$ cat src/rtl/xadc_scan_sequencer_if.sv
// DRP bundle between the scan sequencer (master) and the XADC primitive (slave).
interface xadc_scan_sequencer_if;
    logic [6:0]  drp_daddr;
    logic        drp_den;
    logic [15:0] drp_do;
    logic        drp_drdy;

    modport master (
        output drp_daddr,
        output drp_den,
        input  drp_do,
        input  drp_drdy
    );

    modport slave (
        input  drp_daddr,
        input  drp_den,
        output drp_do,
        output drp_drdy
    );
endinterface

$ cat src/rtl/xadc_scan_sequencer.sv
// XADC DRP scan engine: walks ADDR_LIST once per interval, stores 12-bit codes and
// over-range flags in a bank read through a registered random-access port.
// Optional feature macro: XADC_SCAN_AVG_EN (average 2^AVG_LOG2 conversions per channel).
module xadc_scan_sequencer #(
    parameter int unsigned          NUM_CH      = 13,
    parameter logic [NUM_CH*7-1:0]  ADDR_LIST   = {7'h1E, 7'h1D, 7'h1C, 7'h1B, 7'h1A, 7'h19, 7'h18,
                                                   7'h17, 7'h16, 7'h06, 7'h02, 7'h01, 7'h00},
    parameter int unsigned          WAIT_CYCLES = 10_000_000,
    parameter int unsigned          AVG_LOG2    = 2,
    parameter logic [15:0]          OVR_THRESH  = 16'hFFD0,
    parameter int unsigned          TMO_CYCLES  = 255,
    localparam int unsigned         CH_W        = (NUM_CH > 1) ? $clog2(NUM_CH) : 1
) (
    input  logic                  pclk,
    input  logic                  rst,
    xadc_scan_sequencer_if.master drp,
    input  logic [CH_W-1:0]       rd_ch,
    output logic [11:0]           rd_data,
    output logic                  rd_ovr,
    output logic                  sweep_done,
    output logic                  tmo_err
);

    localparam int unsigned WAIT_W = (WAIT_CYCLES > 1) ? $clog2(WAIT_CYCLES) : 1;
    localparam int unsigned TMO_W  = (TMO_CYCLES > 1) ? $clog2(TMO_CYCLES) : 1;

    // Elaboration-time parameter range checks
    if (NUM_CH < 1 || NUM_CH > 16) begin : g_bad_num_ch
        $error("xadc_scan_sequencer: NUM_CH must be 1..16");
    end
    if (AVG_LOG2 > 4) begin : g_bad_avg_log2
        $error("xadc_scan_sequencer: AVG_LOG2 must be 0..4");
    end
    if (WAIT_CYCLES < 1 || TMO_CYCLES < 1) begin : g_bad_cycles
        $error("xadc_scan_sequencer: WAIT_CYCLES and TMO_CYCLES must be >= 1");
    end

    typedef enum logic [2:0] {IDLE, WAIT, REQ, RESP, ACC, NEXT} state_t;

    state_t            state_q, state_d;
    logic [CH_W-1:0]   ch_q, ch_d;
    logic [WAIT_W-1:0] wait_q, wait_d;
    logic [TMO_W-1:0]  tmo_q, tmo_d;
    logic [11:0]       sample_q, sample_d;
    logic              ovrs_q, ovrs_d;
    logic              tmo_err_d;
    logic              sweep_d;
    logic              ovr_hit_c;
    logic              bank_we_c;
    logic [11:0]       bank_wdata_c;
    logic              bank_wovr_c;

    logic [11:0]       bank_q [NUM_CH];
    logic [NUM_CH-1:0] ovr_q;

`ifdef XADC_SCAN_AVG_EN
    localparam int unsigned ACC_W  = 12 + AVG_LOG2;
    localparam int unsigned SCNT_W = (AVG_LOG2 > 0) ? AVG_LOG2 : 1;

    logic [ACC_W-1:0]  acc_q, acc_d;
    logic [SCNT_W-1:0] scnt_q, scnt_d;
    logic              ovr_acc_q, ovr_acc_d;
    logic [ACC_W-1:0]  sum_c;
`endif

    // Next-state and datapath decode
    always_comb begin
        state_d      = state_q;
        ch_d         = ch_q;
        wait_d       = wait_q;
        tmo_d        = tmo_q;
        sample_d     = sample_q;
        ovrs_d       = ovrs_q;
        tmo_err_d    = tmo_err;
        sweep_d      = 1'b0;
        ovr_hit_c    = 1'b0;
        bank_we_c    = 1'b0;
        bank_wdata_c = sample_q;
        bank_wovr_c  = ovrs_q;
`ifdef XADC_SCAN_AVG_EN
        acc_d        = acc_q;
        scnt_d       = scnt_q;
        ovr_acc_d    = ovr_acc_q;
        sum_c        = acc_q + ACC_W'(sample_q);
`endif
        case (state_q)
            IDLE: begin
                wait_d  = '0;
                ch_d    = '0;
`ifdef XADC_SCAN_AVG_EN
                scnt_d    = '0;
                acc_d     = '0;
                ovr_acc_d = 1'b0;
`endif
                state_d = WAIT;
            end
            WAIT: begin
                if (wait_q == WAIT_W'(WAIT_CYCLES - 1)) begin
                    state_d = REQ;
                end else begin
                    wait_d = wait_q + WAIT_W'(1);
                end
            end
            REQ: begin
                tmo_d   = '0;
                state_d = RESP;
            end
            RESP: begin
                // drdy takes priority over a timeout expiring in the same cycle
                if (drp.drp_drdy) begin
                    ovr_hit_c = (drp.drp_do > OVR_THRESH);
                    sample_d  = ovr_hit_c ? 12'hFFF : drp.drp_do[15:4];
                    ovrs_d    = ovr_hit_c;
                    state_d   = ACC;
                end else if (tmo_q == TMO_W'(TMO_CYCLES - 1)) begin
                    tmo_err_d = 1'b1;
`ifdef XADC_SCAN_AVG_EN
                    scnt_d    = '0;
                    acc_d     = '0;
                    ovr_acc_d = 1'b0;
`endif
                    state_d   = NEXT;
                end else begin
                    tmo_d = tmo_q + TMO_W'(1);
                end
            end
            ACC: begin
`ifdef XADC_SCAN_AVG_EN
                if (scnt_q == SCNT_W'((1 << AVG_LOG2) - 1)) begin
                    bank_we_c    = 1'b1;
                    bank_wdata_c = 12'(sum_c >> AVG_LOG2);
                    bank_wovr_c  = ovr_acc_q | ovrs_q;
                    acc_d        = '0;
                    scnt_d       = '0;
                    ovr_acc_d    = 1'b0;
                    state_d      = NEXT;
                end else begin
                    acc_d     = sum_c;
                    scnt_d    = scnt_q + SCNT_W'(1);
                    ovr_acc_d = ovr_acc_q | ovrs_q;
                    state_d   = REQ;
                end
`else
                bank_we_c    = 1'b1;
                bank_wdata_c = sample_q;
                bank_wovr_c  = ovrs_q;
                state_d      = NEXT;
`endif
            end
            NEXT: begin
                if (ch_q == CH_W'(NUM_CH - 1)) begin
                    sweep_d = 1'b1;
                    state_d = IDLE;
                end else begin
                    ch_d    = ch_q + CH_W'(1);
                    state_d = REQ;
                end
            end
            default: state_d = IDLE;
        endcase
    end

    // State, counters and registered DRP/status outputs
    always_ff @(posedge pclk) begin
        if (rst) begin
            state_q        <= IDLE;
            ch_q           <= '0;
            wait_q         <= '0;
            tmo_q          <= '0;
            sample_q       <= '0;
            ovrs_q         <= 1'b0;
            tmo_err        <= 1'b0;
            sweep_done     <= 1'b0;
            drp.drp_den    <= 1'b0;
            drp.drp_daddr  <= ADDR_LIST[6:0];
`ifdef XADC_SCAN_AVG_EN
            acc_q          <= '0;
            scnt_q         <= '0;
            ovr_acc_q      <= 1'b0;
`endif
        end else begin
            state_q        <= state_d;
            ch_q           <= ch_d;
            wait_q         <= wait_d;
            tmo_q          <= tmo_d;
            sample_q       <= sample_d;
            ovrs_q         <= ovrs_d;
            tmo_err        <= tmo_err_d;
            sweep_done     <= sweep_d;
            drp.drp_den    <= (state_d == REQ);
            drp.drp_daddr  <= ADDR_LIST[7*32'(ch_d) +: 7];
`ifdef XADC_SCAN_AVG_EN
            acc_q          <= acc_d;
            scnt_q         <= scnt_d;
            ovr_acc_q      <= ovr_acc_d;
`endif
        end
    end

    // Result bank: written once per channel per sweep
    always_ff @(posedge pclk) begin
        if (rst) begin
            for (int i = 0; i < NUM_CH; i++) begin
                bank_q[i] <= '0;
            end
            ovr_q <= '0;
        end else if (bank_we_c) begin
            bank_q[ch_q] <= bank_wdata_c;
            ovr_q[ch_q]  <= bank_wovr_c;
        end
    end

    // Registered read port; a same-cycle write shows up one cycle later
    always_ff @(posedge pclk) begin
        if (rst) begin
            rd_data <= '0;
            rd_ovr  <= 1'b0;
        end else if (32'(rd_ch) < NUM_CH) begin
            rd_data <= bank_q[rd_ch];
            rd_ovr  <= ovr_q[rd_ch];
        end else begin
            rd_data <= '0;
            rd_ovr  <= 1'b0;
        end
    end

endmodule

$ cat src/flat_wrapper.sv
// flat-port wrapper written by rule: the top's interface ports become plain ports
module xadc_scan_sequencer_flat 
#(
    parameter int unsigned          NUM_CH      = 13,
    parameter logic [NUM_CH*7-1:0]  ADDR_LIST   = {7'h1E, 7'h1D, 7'h1C, 7'h1B, 7'h1A, 7'h19, 7'h18,
                                                   7'h17, 7'h16, 7'h06, 7'h02, 7'h01, 7'h00},
    parameter int unsigned          WAIT_CYCLES = 10_000_000,
    parameter int unsigned          AVG_LOG2    = 2,
    parameter logic [15:0]          OVR_THRESH  = 16'hFFD0,
    parameter int unsigned          TMO_CYCLES  = 255,
    localparam int unsigned         CH_W        = (NUM_CH > 1) ? $clog2(NUM_CH) : 1
)
  (pclk, rst, rd_ch, rd_data, rd_ovr, sweep_done, tmo_err, drp_drp_daddr, drp_drp_den, drp_drp_do, drp_drp_drdy);
  xadc_scan_sequencer_if drp_i ();
  input  logic pclk;
  input  logic rst;
  input  logic [CH_W-1:0] rd_ch;
  output logic [11:0] rd_data;
  output logic rd_ovr;
  output logic sweep_done;
  output logic tmo_err;
  output wire logic [$bits(drp_i.drp_daddr)-1:0] drp_drp_daddr;
  output wire logic [$bits(drp_i.drp_den)-1:0] drp_drp_den;
  input wire logic [$bits(drp_i.drp_do)-1:0] drp_drp_do;
  input wire logic [$bits(drp_i.drp_drdy)-1:0] drp_drp_drdy;
  assign drp_drp_daddr = drp_i.drp_daddr;
  assign drp_drp_den = drp_i.drp_den;
  assign drp_i.drp_do = drp_drp_do;
  assign drp_i.drp_drdy = drp_drp_drdy;
  xadc_scan_sequencer #(.NUM_CH(NUM_CH), .ADDR_LIST(ADDR_LIST), .WAIT_CYCLES(WAIT_CYCLES), .AVG_LOG2(AVG_LOG2), .OVR_THRESH(OVR_THRESH), .TMO_CYCLES(TMO_CYCLES)) u_core (.pclk(pclk), .rst(rst), .drp(drp_i), .rd_ch(rd_ch), .rd_data(rd_data), .rd_ovr(rd_ovr), .sweep_done(sweep_done), .tmo_err(tmo_err));
endmodule
$ cat config.mk
export PLATFORM = sky130hd
export DESIGN_NAME = xadc_scan_sequencer_flat
export DESIGN_NICKNAME = d
export VERILOG_FILES = /design/src/rtl/xadc_scan_sequencer_if.sv /design/src/rtl/xadc_scan_sequencer.sv /design/src/flat_wrapper.sv
export SDC_FILE = /design/constraint.sdc
export NUM_CORES = 1
export LEC_CHECK = 0
export BUFFER_PORTS_ARGS = -buffer_cell sky130_fd_sc_hd__buf_4
export CORE_MARGIN = 2
export CORE_UTILIZATION = 30
export CTS_CLUSTER_SIZE = 24
export DETAILED_ROUTE_END_ITERATION = 16
export PLACE_DENSITY = 0.5
export RECOVER_POWER = 100
export SYNTH_ARGS = -nofsm -noshare
export SYNTH_HDL_FRONTEND = slang
export SYNTH_SLANG_ARGS = --single-unit
$ cat constraint.sdc
create_clock -name pclk -period 2.35 [get_ports pclk]
set_input_delay 0.5875 -clock pclk [delete_from_list [all_inputs] [get_ports pclk]]
set_output_delay 0.5875 -clock pclk [all_outputs]
set_load 0.05 [all_outputs]
After elaboration in Yosys (flattened, before gate mapping)
Memories as Yosys holds them, arrays and structs flattened. A register that Yosys moved wholly into a read port is not among the register bits.
Index checks and enable logic that the tools add are counted.

word-level totals
  output and inout bits = 23
  memories = 1
  logic and storage cells = 77
  input port bits = 23
  bits in registers = 76
  RAM bits = 156

memories
  name           depth  width  rd ports  clocked after memory_dff  write ports  line                       source
  u_core.bank_q  13     12     1         1                         13           xadc_scan_sequencer.sv:53  logic [11:0] bank_q [NUM_CH];

operators by class
  equal/unequal tests = 12
  reductions and logical operators = 11
  mux-type cells = 28
  multipliers = 1
  add/subtract/negate cells = 3
  bitwise logic cells = 3
  shift operators = 1
  $lt $le $gt $ge = 5

operators with widths
  operator                                                                     number
  91-bit by 8-bit indexed part select with 7-bit output, first input constant  1
  24-bit one-hot mux with 2 select lines                                       1
  24-bit by 1-bit adder with 24-bit output, second input constant              1
  24-bit equality test, second input constant                                  1
  12-bit 2-to-1 mux                                                            2
  24-bit 2-to-1 mux                                                            1
  3-bit one-hot mux with 6 select lines                                        1
  16-bit greater-than comparator, second input constant                        1
  8-bit 2-to-1 mux                                                             2
  8-bit one-hot mux with 2 select lines                                        1
  13-bit bitwise mux                                                           1
  12-bit OR reduction                                                          1
  4-bit by 5-bit < comparator with 1-bit output, second input constant         2
  1-bit 2-to-1 mux                                                             10
  3-bit by 2-bit equality test with 1-bit output, second input constant        3
  3-bit 2-to-1 mux                                                             3
  8-bit by 1-bit adder with 8-bit output, second input constant                1
  8-bit equality test, second input constant                                   1
  4-bit 2-to-1 mux                                                             2
  4-bit one-hot mux with 2 select lines                                        1
  3-bit by 4-bit multiplier with 7-bit output, first input constant            1
  3-bit equality test, second input constant                                   2
  2-bit != test, second input constant                                         3
  3-bit AND reduction                                                          2
  14 further kinds                                                             19

Logic depth before layout (Yosys ltp)
  depth after elaboration = 7
  mapped depth = 9
  gate-level depth less buffers = 8

Worst setup path before layout
No wires, ideal clock.

  kind = input port to flip-flop
  start = in rd_ch[0]
  end = reg u_core.rd_data[10] (read register of u_core.bank_q)
  stages = 5
  buffers on the path = 2
  data required time = 2,216 ps
  library setup time = 134 ps
  slack = 96 ps
  arrival = 2,121 ps
  cell sequence = clkbuf_1 -> clkbuf_1 -> mux4_2 -> mux2i_1 -> o22ai_1

between the ends
  cells in the longest elaborated chain, start to end = 3

ends and longest elaborated chain
  what                                 line                        source
  start: declaration                   flat_wrapper.sv:17          input logic [CH_W-1:0] rd_ch;
  4-bit < comparator                   xadc_scan_sequencer.sv:218  end else if (32'(rd_ch) < NUM_CH) begin
  1-bit inverter (no source line)      -
  2-bit OR reduction (no source line)  -
  end: declaration                     xadc_scan_sequencer.sv:18   output logic [11:0] rd_data,

Parallel ways exist; a longest one is shown, timed or not.
A chain may end at the register's enable or synchronous reset.

==> impl_metrics.yaml <==
route:
  ant_nets: 0
  routed_wl_mm: 31.9
  vias: 7895
  wl_per_cell_um: 20.5
  drc: 0
  avgViaCountPerCell: 5.06
  drt_iter0_markers: 589
  drtPass1Iterations: 4
finish:
  multi_input_area_sq_um: 4440
  final_area_sq_um: 14300
  fillers: 3973
  syn_to_final_growth_pct: 15.3
  fin_util_pct: 35.0
  drive_above_1_share_pct: 17.9
  seqCellArea_sq_um: 7490
  nets: 1033
worst_setup_path:
  cp.arrival_ns: 2.43
  criticalPathCategory: "reg2reg"
  reg2reg_to: "u_core.bank_q[2][0]$_SDFFCE_PN0P_"
  r2r-start: "u_core.state_q[1]$_SDFF_PP0_"
  cp-end-kind: "flip-flop"
  worst_path_largest_cell_delay_ns: 0.41
  required_ns: 2.57
  start_kind: "flip-flop"
  r2r_cells: 6
  cp_common_cell: "nand2b_1"
  path_cells: "nand2b_1, nand2b_1, nor3_1, a21oi_1, inv_1, clkbuf_2"
  cp_slowest_cell: "dfxtp_1"
  rrSetupSlack_ns: 0.15
  worstPathMaxFanout: 13
global_route:
  overflow: 0
  antenna_found_initial: 1
  grt_pass1_vias: 7928
  grt_max_degree: 52
  grt_pass1_wl_mm: 49.1
  grt_use_total_pct: 14.6
power_and_ir_drop:
  switching_share_pct: 21.8
  p_leak_nw: 5.59
  net-switching-power_mw: 2.31
  seqPwrFrac_pct: 50.5
  ir_drop_mv: 0.554
  combinationalPowerShare_pct: 5.0
  p_clk_share_pct: 44.6
  internal-power_mw: 8.29
  power_density_nw_per_um2: 741
die:
  placementRows: 74
  start_util_pct: 30.4
  io_pins: 46
  dieArea_sq_um: 43000
  fp.dieW_um: 207
  die_h_um: 207
  core_area_sq_um: 40800
clocking:
  clock_latency_ns: 0.58
  path_clk_slew_ns: 0.06
  cts_made_buffers: 30
  cts_resized: 0
  numClockSinks: 278
  clockBufferDepth: 3
  cts_tree: "done"
  h-tree-depth: 1
  postCtsSetupBuffers: 0
  cts_root_buf: "clkbuf_16"
  ctsHoldBuffers: 0
synth:
  syn_area_sq_um: 12400
  synthFlopType: "edfxtp_1"
  avgSynthCellArea_sq_um: 13.0
  synth_edf_count: 192
  synthTopCellsByCount: "192 x edfxtp_1, 149 x and3_1, 86 x dfxtp_1, 69 x clkbuf_1, 56 x nand2_1"
  synth-seq-area-share_pct: 60.3
  yosys.cell_types.count: 69
  synth.most_common_cell: "edfxtp_1"
  netlist_instances: 956
  ys_warn_count: 0
  yosysTopAreaCell: "edfxtp_1"
  synthTopCellsByArea: "edfxtp_1 46%, dfxtp_1 14%, mux4_2 9.4%"
  yosysTopAreaCellShare_pct: 46.5
  async_reset_ff_share_pct: 0
  ys_ff_latch: 278
hold_path:
  min_path_type: "in2reg"
  holdCritStartpoint: "rst"
  min_to: "u_core.wait_q[1]$_SDFFE_PP0P_"
  hold_depth: 2
sta:
  fin_crit_sh_pct: 93.8
  fin_skew_ns: 0.0176
  tightestPinTransition_ns: 0.892
  fin_crit_ns: 2.20
  slew_viol_final: 0
  setup_violations: 0
  slew_headroom_pct: 40.3
  setup-tns-final_ns: 0
  fmax_ghz: 0.454
  rsz0062_at_grt: "no"
  hold_viol: 0
placed_design:
  hpwl_mm: 19.3
  routabilityCongestion: 0.751
  dpl_cell_area_sq_um: 13600
  numPortBuffers: 43
job:
  maxCapViolCount: 0
outcome:
  outcome: "completed"
[power groups by stage]
stage | logic, mW | registers [mW] | clock network [mW]
4_1_cts | 0.590 | 5.35 | 4.84
6_report | 0.525 | 5.35 | 4.72
2_1_floorplan | 0.291 | 5.50 | 0
3_3_place_gp | 0.589 | 5.45 | 0
3_5_place_dp | 0.590 | 5.46 | 0
5_1_grt | 0.564 | 5.36 | 5.01
[area by class of cell]
| class | count | area share (%) |
|---|---|---|
| timing repair buffer | 99 | 4.49 |
| multi-input combinational | 575 | 31.1 |
| clock buffer | 47 | 6.11 |
| antenna | 1 | 0.0175 |
| tap | 532 | 4.65 |
| inverter | 18 | 0.472 |
| clock inverter | 9 | 0.831 |
| sequential | 278 | 52.3 |
[how the worst max path moves through the flow]
stage,from,endpoint,slack [ns],cells past startpoint
global placement,rd_ch[0],u_core.rd_data[1]$_SDFF_PP0_,0.17,6
CTS,u_core.wait_q[11]$_SDFFE_PP0P_,u_core.wait_q[1]$_SDFFE_PP0P_,0.21,6
floorplan,rd_ch[0],u_core.rd_data[10]$_SDFF_PP0_,0.1,5
global route,u_core.ch_q[0]$_SDFF_PP0_,u_core.bank_q[12][1]$_SDFFCE_PN0P_,0.02,6
detailed placement,rd_ch[0],u_core.rd_data[1]$_SDFF_PP0_,0.14,6
finish,u_core.state_q[1]$_SDFF_PP0_,u_core.bank_q[2][0]$_SDFFCE_PN0P_,0.15,6
[stage by stage]
stage	instances	hold WS, ns	total power [mW]	worst slack [ns]
after floorplan	957	0.437	5.79	0.0956
after global placement	1502	0.448	6.04	0.167
after detailed placement	1502	0.456	6.05	0.140
after CTS	1558	0.217	10.8	0.209
after global routing	1558	0.238	10.9	0.0218
final	1559	0.236	10.6	0.146
[cell usage in the layout, fill, tap and decap left out, drive strengths merged, types with 11 or more instances in the layout]
cell,Yosys,layout
dfxtp,86,86
mux2i,28,28
buf,12,53
o22ai,13,13
nand2,56,56
nand2b,11,11
and3,151,151
o21ai,20,20
a21oi,39,39
nand4,13,13
clkbuf,74,93
and2,16,16
nand3,17,17
nor2,38,38
inv,18,18
mux4,52,52
edfxtp,192,192
or3,13,13
[routing by layer]
layer / vias to the layer above / track usage (%) / share of wire, %
met5: - / 0 / 0
met4: 0 / 2.59 / 1.5
met3: 37 / 2.68 / 4.9
met2: 147 / 24.4 / 48
met1: 3962 / 20.2 / 45
li1: 3749 / - / -
[critical path: cells and delay by family, from the launching register on]
family | cells | cell delay [ns]
AOI/OAI and AO/OA | 1 | 0.15
DFF | 1 | 0.41
buffers and inverters | 2 | 0.49
and+or+nand+nor | 3 | 0.82
[registers in the layout, indices dropped and copies added (netlist names)]
| register | flops |
|---|---|
| u_core.wait_q | 24 |
| u_core.tmo_err | 1 |
| u_core.drp.drp_den | 1 |
| u_core.sweep_done | 1 |
| u_core.bank_wdata_c | 12 |
| u_core.drp.drp_daddr | 5 |
| u_core.ch_q | 4 |
| u_core.tmo_q | 8 |
| u_core.rd_data | 12 |
| u_core.rd_ovr | 1 |
| u_core.state_q | 3 |
| u_core.ovr_q | 13 |
| u_core.bank_q | 192 |
| u_core.bank_wovr_c | 1 |
[cell families (layout without fill, tap and decap cells)]
| family | after synthesis | in the layout | share of synthesized area (%) |
|---|---|---|---|
| DFF | 278 | 278 | 60.3 |
| adders and majority gates | 8 | 8 | 0.807 |
| other | 1 | 3 | 0.0302 |
| AOI/OAI and AO/OA | 115 | 115 | 6.19 |
| xor gates and xnor gates | 9 | 9 | 0.635 |
| and+or+nand+nor | 361 | 361 | 16.5 |
| muxes | 80 | 80 | 11.7 |
| buffers and inverters | 104 | 173 | 3.79 |
(Power assumes the default switching activity.)
